$ cat config.mk
export PLATFORM = sky130hd
export DESIGN_NAME = packet_add_sched
export DESIGN_NICKNAME = d
export VERILOG_FILES = /design/src/rtl/packet_add_sched.sv
export SDC_FILE = /design/constraint.sdc
export NUM_CORES = 1
export LEC_CHECK = 0
export BUFFER_PORTS_ARGS = -buffer_cell sky130_fd_sc_hd__clkbuf_2
export CAP_MARGIN = 20
export CORE_UTILIZATION = 43
export CTS_BUF_LIST = sky130_fd_sc_hd__clkbuf_16
export DETAILED_ROUTE_END_ITERATION = 10
export HOLD_SLACK_MARGIN = 0.12
export PLACE_DENSITY = 0.82
export SLEW_MARGIN = 5
export SYNTH_ARGS = -nofsm -noshare
export SYNTH_HDL_FRONTEND = slang
export SYNTH_SLANG_ARGS = --single-unit
$ cat constraint.sdc
create_clock -name clk -period 2.54 [get_ports clk]
set_clock_uncertainty 0.05 [all_clocks]
set_input_delay 0.508 -clock clk [delete_from_list [all_inputs] [get_ports clk]]
set_output_delay 0.508 -clock clk [all_outputs]
set_load 0.005 [all_outputs]
$ cat src/rtl/packet_add_sched.sv
// Round-robin scheduler that shares one packet_add datapath among NS AXI-Stream sources.
// Grants one source per packet, presents {k,len} for a CONFIG cycle, then streams and truncates at len beats.
module packet_add_sched #(
   parameter int DW = 8,
   parameter int NS = 2
) (
   input  logic             clk,
   input  logic             rst,
   input  logic [NS*DW-1:0] s_tdata,
   input  logic [NS-1:0]    s_tvalid,
   input  logic [NS-1:0]    s_tlast,
   output logic [NS-1:0]    s_tready,
   input  logic [NS*DW-1:0] cfg_k,
   input  logic [DW-1:0]    cfg_len,
   output logic [DW-1:0]    m_tdata,
   output logic             m_tvalid,
   output logic             m_tlast,
   input  logic             m_tready,
   output logic [2*DW-1:0]  config_packet,
   output logic [1:0]       grant_id,
   output logic             busy,
   output logic             trunc_err
);
   typedef enum logic [1:0] {
      ST_IDLE   = 2'd0,
      ST_CONFIG = 2'd1,
      ST_STREAM = 2'd2,
      ST_DRAIN  = 2'd3
   } state_t;

   localparam logic [DW-1:0] ONE_W       = DW'(1);
   localparam logic [1:0]    LAST_ID_RST = 2'(NS - 1);

   state_t          state_r;
   logic [1:0]      grant_r;
   logic [1:0]      last_id_r;
   logic [DW-1:0]   len_r;
   logic [DW-1:0]   beat_cnt_r;
   logic [2*DW-1:0] config_r;
   logic            trunc_r;

   logic            pick_ok_s;
   logic [1:0]      pick_id_s;
   logic [DW-1:0]   pick_k_s;
   logic [NS-1:0]   sel_mask_s;
   logic [DW-1:0]   src_data_s;
   logic            src_valid_s;
   logic            src_last_s;
   logic            at_limit_s;

   function automatic logic [1:0] rr_idx(input logic [1:0] base, input int step);
      return 2'((int'(base) + step) % NS);
   endfunction

   // Round-robin pick: first valid source at or after last_id+1, in modular order
   always_comb begin
      pick_ok_s = 1'b0;
      pick_id_s = 2'd0;
      pick_k_s  = '0;
      for (int d = 1; d <= NS; d++) begin
         for (int j = 0; j < NS; j++) begin
            if (!pick_ok_s && s_tvalid[j] && (rr_idx(last_id_r, d) == 2'(j))) begin
               pick_ok_s = 1'b1;
               pick_id_s = 2'(j);
               pick_k_s  = cfg_k[j*DW +: DW];
            end else begin
               pick_ok_s = pick_ok_s;
            end
         end
      end
   end

   // Select the granted source's stream signals
   always_comb begin
      sel_mask_s  = '0;
      src_data_s  = '0;
      src_valid_s = 1'b0;
      src_last_s  = 1'b0;
      for (int j = 0; j < NS; j++) begin
         if (grant_r == 2'(j)) begin
            sel_mask_s[j] = 1'b1;
            src_data_s    = s_tdata[j*DW +: DW];
            src_valid_s   = s_tvalid[j];
            src_last_s    = s_tlast[j];
         end else begin
            sel_mask_s[j] = 1'b0;
         end
      end
   end

   // The beat about to be accepted is number len (len = 0 never limits)
   assign at_limit_s = (len_r != '0) && (beat_cnt_r == (len_r - ONE_W));

   // Zero-latency stream mux; everything is forced quiet outside STREAM/DRAIN
   always_comb begin
      m_tdata  = '0;
      m_tvalid = 1'b0;
      m_tlast  = 1'b0;
      s_tready = '0;
      case (state_r)
         ST_STREAM: begin
            m_tdata  = src_data_s;
            m_tvalid = src_valid_s;
            m_tlast  = src_last_s | at_limit_s;
            s_tready = sel_mask_s & {NS{m_tready}};
         end
         ST_DRAIN: begin
            s_tready = sel_mask_s;
         end
         default: begin
            m_tdata  = '0;
            m_tvalid = 1'b0;
            m_tlast  = 1'b0;
            s_tready = '0;
         end
      endcase
   end

   // Packet-level FSM with registered grant, config word and truncation pulse
   always_ff @(posedge clk or posedge rst) begin
      if (rst) begin
         state_r    <= ST_IDLE;
         grant_r    <= 2'd0;
         last_id_r  <= LAST_ID_RST;
         len_r      <= '0;
         beat_cnt_r <= '0;
         config_r   <= '0;
         trunc_r    <= 1'b0;
      end else begin
         trunc_r <= 1'b0;
         case (state_r)
            ST_IDLE: begin
               if (pick_ok_s) begin
                  grant_r    <= pick_id_s;
                  config_r   <= {pick_k_s, cfg_len};
                  len_r      <= cfg_len;
                  beat_cnt_r <= '0;
                  state_r    <= ST_CONFIG;
               end
            end
            ST_CONFIG: begin
               state_r <= ST_STREAM;
            end
            ST_STREAM: begin
               if (src_valid_s && m_tready) begin
                  if (src_last_s) begin
                     last_id_r  <= grant_r;
                     beat_cnt_r <= '0;
                     state_r    <= ST_IDLE;
                  end else if (at_limit_s) begin
                     trunc_r    <= 1'b1;
                     beat_cnt_r <= '0;
                     state_r    <= ST_DRAIN;
                  end else begin
                     beat_cnt_r <= beat_cnt_r + ONE_W;
                  end
               end
            end
            ST_DRAIN: begin
               if (src_valid_s && src_last_s) begin
                  last_id_r <= grant_r;
                  state_r   <= ST_IDLE;
               end
            end
            default: begin
               state_r <= ST_IDLE;
            end
         endcase
      end
   end

   assign config_packet = config_r;
   assign grant_id      = grant_r;
   assign trunc_err     = trunc_r;
   assign busy          = (state_r != ST_IDLE);

endmodule

==> reports/qor.yml, run 1 <==
rsz0062_at_grt: "true"
drc: 0
synth_area_leaders: "dfrtp_1 38%, nand2_1 5.5%, nor2_1 5.5%"
antenna_found_initial: 0
min_period_ns: 2.81
ctsLongestPathBuffers: 2
synth_ff_type: "dfrtp_1"
synth-edff-count: 0
worstPathRequired_ns: 1.98
hold_viol: 0
first_iter_violations: 133
die_w_um: 67.3
fin_nets: 365
worst_r2r_path_depth: 16
globalplace.congestion: 0.882
violations: "negative setup slack"
syn_area_um2: 1830
critPathMaxStageDelay_ns: 0.38
grt_pass1_wl_um: 7930
maxSlewViolCount: 0
yosys.area.top_type_share_pct: 38.2
ant_nets: 0
finalWorstSetupSlack_ns: -0.271
max_cap_violations: 0
ys_seq_area_share_pct: 39.6
rows: 23
core_um2: 4060
synth_fp_nets: 264
drt-wirelength-per-cell_um: 14.1
synthAdderAreaFrac_pct: 1.36
max-slew-margin-rel_pct: 66.8
min_period_over_period_pct: 111
viasPerCell: 5.44
setup_viol: 2
yosys_warnings: 0
grt_pass1_vias: 1867
tritoncts: "done"
clock_latency_ns: 0.28
critPathTopFamily: "simple AND/OR/NAND/NOR gates"
arrival_ns: 2.25
root_buffer: "clkbuf_16"
async_flop_share_pct: 100
synthMuxAreaShare_pct: 6.21
r2r_slack_ns: -0.23
tightest_slew_ns: 0.495
yosys.area_share.simple_pct: 24.2
synthToLayoutAreaGrowth_pct: 42.3
grtUsageTotal_pct: 23.5
critPathLaunchType: "flip-flop"
cp-startpoint: "len_r[0]"
vdd_ir_drop_max_mv: 0.661
hpwl_um: 3660
timing.rr.start: "len_r[0]"
crit_path_end_kind: "output port"
htree_num_levels: 2
use_met3_pct: 6.25
drive_gt1_share_pct: 39.1
path_class: "flip-flop to output port"
synth_top_area_cell: "dfrtp_1"
port_buffers: 77
crit_fanout: 4
die_height_um: 67.3
worst_path_max_delay_cell: "dfrtp_1"
outcome: "finished with violations"
worstHoldPathType: "primary input to async pin"
final_cells: 367
synth_top_family_by_area: "simple AND/OR/NAND/NOR gates"
synth_cell_type_count: 49
use_met1_pct: 27.0
synth_area_per_cell_um2: 8.53
wl_um: 5170
synth-compound-area-share_pct: 16.9
cts.sinks: 29
leakagePower_nw: 1.35
final_core_util_pct: 64.3
place_inst: 348
ios: 79
global_route.peak_usage_layer: "met2"
crit_buf_inv: 3
clkTransAtPathRegs_ns: 0.05
synth_xor_area_share_pct: 5.25
grt-ovfl-total: 0
cts-buffers-inserted: 5
power_density_nw_per_um2: 1180
die_area_um2: 4530
ys_ff_latch: 29
fmaxAchievable_ghz: 0.356
netlist_instances: 215
firstDrtPassIters: 8
grt_max_degree: 20
diodes: 0
worst_r2r_endpoint: "state_r[0]"
vias: 1997
start_util_pct: 45.2
crit_chain: "inv_2 > ha_4 > or3b_4 > buf_4 > o31ai_4 > nand3_2 > and4_1 > a22o_1 > buf_2"
grt_util_met2_pct: 41.9
==> layout make-up <==
| type | count | area (um2) |
|---|---|---|
| Clock buffer | 5 | 125 |
| Clock inverter | 3 | 13.8 |
| Fill cell | 313 | 1450 |
| Inverter | 16 | 60.1 |
| Multi-Input combinational cell | 160 | 1030 |
| Sequential cell | 29 | 727 |
| Tap cell | 50 | 62.6 |
| Timing Repair Buffer | 104 | 588 |
==> kinds of logic (layout without fill, tap and decap cells) <==
group,after synthesis,after routing
compound gates,43,43
other cells,1,1
xor+xnor,11,11
fa+ha+maj,2,2
flops,29,29
mux,11,11
buf+inv,26,128
simple gates,92,92
==> synth_stat cells, types with 2 or more instances <==
library cell and n:
nor4_1 6, nor2_1 27, xor2_1 3, a211oi_1 4
clkbuf_1 5, buf_4 2, nand2b_1 4, nor3_1 6
and3_1 3, xnor2_1 8, nand2_1 27, inv_1 16
a32oi_1 2, o21ai_0 8, ha_1 2, o22ai_1 2
a21oi_1 10, nand3_1 4, nand4_1 2, dfrtp_1 28
mux2i_1 8, mux2_2 3, a2111o_1 2, nor2b_1 2
a222oi_1 7
==> cell usage in the layout, fill, tap and decap left out, types with 4 or more instances in the layout <==
cell type	instances
nand2b_1	4
a222oi_1	7
inv_1	15
nor3_1	5
clkbuf_16	5
clkbuf_2	76
nand2_1	27
dfrtp_1	28
nor2_1	27
nor4_1	6
a211oi_1	4
mux2i_1	8
o21ai_0	8
a21oi_1	10
xnor2_1	8
buf_4	27
==> report_power, final <==
group / total (mW) / switching [mW] / internal, mW
combinational: 1.70 / 0.855 / 0.847
sequential: 0.814 / 0.180 / 0.634
clock: 0.552 / 0.198 / 0.354
total: 3.07 / 1.23 / 1.83
==> what timing repair did <==
item / 4_1_cts / 5_1_grt
pin swaps: 3 / 2
resized for setup: 5 / 5
setup buffers: 10 / 1
hold buffers: 0 / 0
setup endpoints to repair: 1 / 2
==> flip-flops by register name, indices dropped and copies added (netlist names) <==
signal,flops
config_packet,9
last_id_r,1
state_r,2
len_r,7
trunc_err,1
grant_id,1
beat_cnt_r,8
==> how the worst max path moves through the flow <==
| stage | endpoint | slack, ns | cells past startpoint |
|---|---|---|---|
| after floorplan | m_tlast | 0.01 | 8 |
| after global placement | m_tlast | 0.06 | 8 |
| after detailed placement | m_tlast | 0.01 | 9 |
| after CTS | m_tlast | -0.25 | 8 |
| after global routing | m_tlast | -0.35 | 9 |
| final | m_tlast | -0.27 | 9 |
==> stage by stage <==
stage	setup slack (ns)	total power [mW]	hold WS, ns	TNS, ns	cell area (um2)
floorplan	0.0138	1.69	0.454	0	1830
global placement	0.0568	2.23	0.443	0	2350
detailed placement	0.0144	2.28	0.445	0	2350
CTS	-0.253	3.00	0.150	-0.406	2580
global route	-0.349	3.29	0.189	-0.676	2610
finish	-0.271	3.07	0.135	-0.496	2610
==> metal layers <==
layer	up-vias	routed length [um]
li1	966	-
met1	933	2160
met2	90	2610
met3	8	326
met4	0	70
met5	-	0
==> worst reg2reg max path: cells and delay by family (launching register included) <==
kind	cells	cell delay [ns]
flip-flops	1	0.38
AO/OA/AOI/OAI	2	0.31
buffers and inverters	10	1.24
adder cells (fa/ha/maj)	1	0.13
AND/OR/NAND/NOR	3	0.54
(Power assumes the default switching activity.)
==> run 2, diff against run 1 <==
--- a/config.mk
+++ b/config.mk
@@ -12,6 +12,7 @@
 export DETAILED_ROUTE_END_ITERATION = 10
 export HOLD_SLACK_MARGIN = 0.12
 export PLACE_DENSITY = 0.82
+export SKIP_CTS_REPAIR_TIMING = 1
 export SLEW_MARGIN = 5
 export SYNTH_ARGS = -nofsm -noshare
 export SYNTH_HDL_FRONTEND = slang
==> reports/qor.yml, run 2 (same netlist as run 1, synthesis figures left out) <==
outcome: "finished with violations"  # unchanged
violations: "negative setup slack"  # unchanged
root_buffer: "clkbuf_16"  # unchanged
max_cap_violations: 0  # unchanged
worstHoldPathType: "primary input to async pin"  # unchanged
finalWorstSetupSlack_ns: -0.265  # was -0.271 ns
final_common_cell: "clkbuf_2"  # unchanged
seqPwrFrac_pct: 27.6  # was 26.5%
grt_pass1_vias: 1828  # was 1,867
critPathLaunchType: "flip-flop"  # unchanged
maxSlewViolCount: 0  # unchanged
leakagePower_nw: 1.31  # was 1.35 nW
port_buffers: 77  # unchanged
drt-wirelength-per-cell_um: 13.5  # was 14.1 um
cts-buffers-inserted: 5  # unchanged
vdd_ir_drop_max_mv: 0.650  # was 0.661 mV
die_w_um: 67.3  # unchanged
final_cells: 359  # was 367
hold_viol: 0  # unchanged
ios: 79  # unchanged
htree_num_levels: 2  # unchanged
ctsLongestPathBuffers: 2  # unchanged
fin_nets: 357  # was 365
die_height_um: 67.3  # unchanged
globalplace.congestion: 0.882  # unchanged
antenna_found_initial: 0  # unchanged
switching_power_mw: 1.20  # was 1.23 mW
place_inst: 348  # unchanged
diodes: 0  # unchanged
rsz0062_at_grt: "true"  # unchanged
core_um2: 4060  # unchanged
setup_viol: 1  # was 2
crit_fanout: 2  # was 4
clkTransAtPathRegs_ns: 0.05  # about the same
start_util_pct: 45.2  # unchanged
largest_reg_flops: 9  # unchanged
min_period_over_period_pct: 110  # was 111%
vias: 1928  # was 1,997
worstPathRequired_ns: 1.98  # about the same
min_period_ns: 2.81  # about the same
die_area_um2: 4530  # unchanged
pwr-share-clk_pct: 18.6  # was 18.0%
hpwl_um: 3660  # unchanged
layout_common_cells: "76 x clkbuf_2, 28 x dfrtp_1, 27 x nor2_1, 27 x nand2_1, 18 x buf_4"  # was 76 x clkbuf_2, 28 x dfrtp_1, 27 x nor2_1, 27 x nand2_1, 27 x buf_4
grt-ovfl-total: 0  # unchanged
rows: 23  # unchanged
fillers: 329  # was 313
tightest_slew_ns: 0.506  # was 0.495 ns
path_class: "flip-flop to output port"  # unchanged
arrival_ns: 2.25  # about the same
grt_max_degree: 20  # unchanged
internal-power_mw: 1.76  # was 1.83 mW
cts.sinks: 29  # unchanged
switching_share_pct: 40.5  # was 40.2%
fmaxAchievable_ghz: 0.356  # about the same
viasPerCell: 5.37  # was 5.44
drive_gt1_share_pct: 37.9  # was 39.1%
grtUsageTotal_pct: 22.9  # was 23.5%
max-slew-margin-rel_pct: 66.1  # was 66.8%
first_iter_violations: 108  # was 133
grt_pass1_wl_um: 7720  # was 7930 um
tritoncts: "done"  # unchanged
firstDrtPassIters: 5  # was 8
drc: 0  # unchanged
synthToLayoutAreaGrowth_pct: 39.9  # was 42.3%
fin_setup_tns_ns: -0.265  # was -0.496 ns
power_density_nw_per_um2: 1150  # was 1180 nW/um2
wl_um: 4840  # was 5170 um
crit_path_end_kind: "output port"  # unchanged
ant_nets: 0  # unchanged
clock_latency_ns: 0.28  # about the same
combPwrFrac_pct: 53.8  # was 55.5%
timing.hold.ws_ns: 0.137  # was 0.135 ns
run 2: changes by cell type in the layout (fill, tap and decap cells not counted), sizes merged:
cell / previous run / this run
buf: 28 / 20
run 2: metrics by stage:
step	power, mW	cell area (um2)	setup WS [ns]	utilization, %
final	2.95	2570	-0.265	63.2
after global routing	3.18	2570	-0.347	63.2
after CTS	2.85	2490	-0.290	61.3
after detailed placement	2.28	2350	0.0144	57.9
after global placement	2.23	2350	0.0568	57.9
after floorplan	1.69	1830	0.0138	-
run 2: final timing paths:
check,startpoint,endpoint,slack [ns],depth (start not counted)
worst max-delay path,len_r[0],m_tlast,-0.27,8
worst min-delay path,rst,len_r[2],0.14,2
worst max register to register,len_r[0],beat_cnt_r[1],0.34,8
worst min register to register,config_packet[12],config_packet[12],0.46,2
max in group asynchronous,rst,last_id_r[0],1.66,3
min in group clk,cfg_len[5],len_r[5],0.37,3
run 2: layout make-up:
cell class,count,area [um2],share of cell area [%]
clock buffers,5,125,4.88
clock inverters,3,13.8,0.536
inverters,16,60.1,2.34
multi-input cells,160,1050,40.8
flip-flops and latches,29,727,28.3
well taps,50,62.6,2.44
repair buffers,96,532,20.7
run 2: power groups by stage:
stage | clock network, mW | logic [mW] | registers [mW]
floorplan | 0 | 0.897 | 0.789
detailed placement | 0 | 1.48 | 0.794
global route | 0.577 | 1.76 | 0.838
global placement | 0 | 1.45 | 0.786
CTS | 0.558 | 1.50 | 0.792
finish | 0.550 | 1.59 | 0.815
run 2: worst max-delay path: stages (launching register included):
cell and delay, ns:
dfrtp_1 0.38, inv_2 0.08, ha_4 0.13, or3b_4 0.38, or4_4 0.43, nand3_2 0.10, and4_1 0.22, a22o_1 0.14
buf_2 0.11
run 2: metal layers:
layer | up-vias | global-route usage, % | part of all wire, %
li1 | 953 | - | -
met4 | 0 | 7.98 | 0.43
met2 | 89 | 41.1 | 50
met5 | - | 0 | 0
met1 | 884 | 25.8 | 42
met3 | 2 | 6.25 | 7.4
==> run 3, diff against run 2 <==
--- a/config.mk
+++ b/config.mk
@@ -5,7 +5,7 @@
 export SDC_FILE = /design/constraint.sdc
 export NUM_CORES = 1
 export LEC_CHECK = 0
-export BUFFER_PORTS_ARGS = -buffer_cell sky130_fd_sc_hd__clkbuf_2
+export BUFFER_PORTS_ARGS = -buffer_cell sky130_fd_sc_hd__buf_2
 export CAP_MARGIN = 20
 export CORE_UTILIZATION = 43
 export CTS_BUF_LIST = sky130_fd_sc_hd__clkbuf_16
==> reports/qor.yml, run 3 (same netlist as run 1, synthesis figures left out) <==
outcome: "finished with violations"  # unchanged
violations: "negative setup slack"  # unchanged
leakagePower_nw: 1.31  # about the same
timing.rr.start: "len_r[0]"  # unchanged
ff_latch_area_um2: 727  # unchanged
max_cap_violations: 0  # unchanged
switching_power_mw: 1.20  # about the same
hpwl_um: 3700  # was 3660 um
worst_r2r_endpoint: "beat_cnt_r[4]"  # was beat_cnt_r[1]
vdd_ir_drop_max_mv: 0.565  # was 0.650 mV
use_met3_pct: 5.91  # was 6.25%
timing.hold.ws_ns: 0.246  # was 0.137 ns
critPathTopFamily: "simple AND/OR/NAND/NOR gates"  # unchanged
die_area_um2: 4530  # unchanged
min_period_over_period_pct: 111  # was 110%
crit_fanout: 2  # unchanged
rows: 23  # unchanged
cts-buffers-inserted: 5  # unchanged
final_common_cell: "buf_2"  # was clkbuf_2
die_height_um: 67.3  # unchanged
start_util_pct: 45.2  # unchanged
clock_latency_ns: 0.27  # was 0.28 ns
first_iter_violations: 192  # was 108
worstHoldPathType: "primary input to async pin"  # unchanged
place_inst: 350  # was 348
viasPerCell: 5.55  # was 5.37
largest_reg_flops: 9  # unchanged
multi_input_area_um2: 1030  # was 1050 um2
min_period_ns: 2.82  # was 2.81 ns
dp_slack_ns: -0.0503  # was 0.0144 ns
fin_nets: 358  # was 357
hold_viol: 0  # unchanged
fin_setup_tns_ns: -0.276  # was -0.265 ns
r2r_slack_ns: 0.30  # was 0.34 ns
grt_pass1_wl_um: 8190  # was 7720 um
vias: 1997  # was 1,928
crit_buf_inv: 2  # unchanged
rsz0062_at_grt: "true"  # unchanged
total_power_mw: 2.95  # about the same
fillers: 334  # was 329
worst_r2r_path_depth: 9  # was 8
critPathMaxStageDelay_ns: 0.42  # was 0.43 ns
max-slew-margin-rel_pct: 64.9  # was 66.1%
seqPwrFrac_pct: 27.1  # was 27.6%
power_density_nw_per_um2: 1160  # was 1150 nW/um2
clkTransAtPathRegs_ns: 0.05  # about the same
firstDrtPassIters: 6  # was 5
setup_viol: 1  # unchanged
worst_path_max_delay_cell: "or4_4"  # unchanged
arrival_ns: 2.26  # was 2.25 ns
antenna_found_initial: 0  # unchanged
globalplace.congestion: 0.859  # was 0.882
layout_common_cells: "77 x buf_2, 28 x dfrtp_1, 27 x nor2_1, 27 x nand2_1, 20 x buf_4"  # was 76 x clkbuf_2, 28 x dfrtp_1, 27 x nor2_1, 27 x nand2_1, 18 x buf_4
switching_share_pct: 40.6  # was 40.5%
die_w_um: 67.3  # unchanged
port_buffers: 77  # unchanged
ctsLongestPathBuffers: 2  # unchanged
htree_num_levels: 2  # unchanged
grt_util_met2_pct: 42.5  # was 41.1%
diodes: 0  # unchanged
worstSetupPathDepth: 8  # unchanged
maxSlewViolCount: 0  # unchanged
final_cells: 360  # was 359
critPathLaunchType: "flip-flop"  # unchanged
crit_chain: "inv_2 > ha_4 > or3b_4 > or4_4 > nand3_2 > and4_4 > a22o_1 > buf_2"  # was inv_2 > ha_4 > or3b_4 > or4_4 > nand3_2 > and4_1 > a22o_1 > buf_2
ios: 79  # unchanged
fmaxAchievable_ghz: 0.355  # was 0.356 GHz
drt-wirelength-per-cell_um: 14.2  # was 13.5 um
drive_gt1_share_pct: 38.1  # was 37.9%
global_route.peak_usage_layer: "met2"  # unchanged
use_met1_pct: 28.6  # was 25.8%
dpl-instance-area_um2: 2360  # was 2350 um2
pwr-share-clk_pct: 18.9  # was 18.6%
synthToLayoutAreaGrowth_pct: 39.1  # was 39.9%
finalWorstSetupSlack_ns: -0.276  # was -0.265 ns
grt_max_degree: 30  # was 20
tritoncts: "done"  # unchanged
root_buffer: "clkbuf_16"  # unchanged
cts.sinks: 29  # unchanged
drc: 0  # unchanged
combPwrFrac_pct: 54.0  # was 53.8%
worstPathRequired_ns: 1.98  # about the same
path_class: "flip-flop to output port"  # unchanged
ant_nets: 0  # unchanged
grtUsageTotal_pct: 24.2  # was 22.9%
tightest_slew_ns: 0.525  # was 0.506 ns
stdcell_area_um2: 2550  # was 2570 um2
final_core_util_pct: 62.9  # was 63.2%
grt_pass1_vias: 1863  # was 1,828
internal-power_mw: 1.75  # was 1.76 mW
crit_path_end_kind: "output port"  # unchanged
wl_um: 5110  # was 4840 um
grt-ovfl-total: 0  # unchanged
core_um2: 4060  # unchanged
run 3: worst reg2reg max path: stages, from the launching register on:
cell and delay, ns:
dfrtp_1 0.38, inv_2 0.10, ha_4 0.14, or3b_4 0.38, buf_4 0.16, nor3_2 0.11
o221ai_1 0.19, and4_4 0.22, buf_4 0.16, a211oi_1 0.24
run 3: cell type report:
type | count | area share, %
clock buffers | 5 | 4.90
flip-flops and latches | 29 | 28.5
well taps | 50 | 2.45
inverters | 16 | 2.35
clock inverters | 3 | 0.539
repair buffers | 97 | 21.0
multi-input cells | 160 | 40.3
run 3: per-layer routing:
layer / part of all wire [%] / vias to the layer above
met2: 51 / 93
met5: 0 / -
met4: 1.7 / 0
met1: 41 / 938
li1: - / 956
met3: 6.4 / 10
run 3: power by group through the flow:
stage / logic [mW] / clock network, mW / registers (mW)
CTS: 1.52 / 0.563 / 0.788
floorplan: 0.897 / 0 / 0.789
global route: 1.78 / 0.578 / 0.826
global placement: 1.46 / 0 / 0.780
finish: 1.59 / 0.557 / 0.799
detailed placement: 1.51 / 0 / 0.790
run 3: how the worst max path moves through the flow:
stage | startpoint | endpoint | slack [ns]
2_1_floorplan | len_r[0] | m_tlast | 0.01
3_3_place_gp | len_r[0] | m_tlast | 0.05
3_5_place_dp | len_r[0] | m_tlast | -0.05
4_1_cts | len_r[0] | m_tlast | -0.39
5_1_grt | len_r[0] | m_tlast | -0.33
6_report | len_r[0] | m_tlast | -0.28
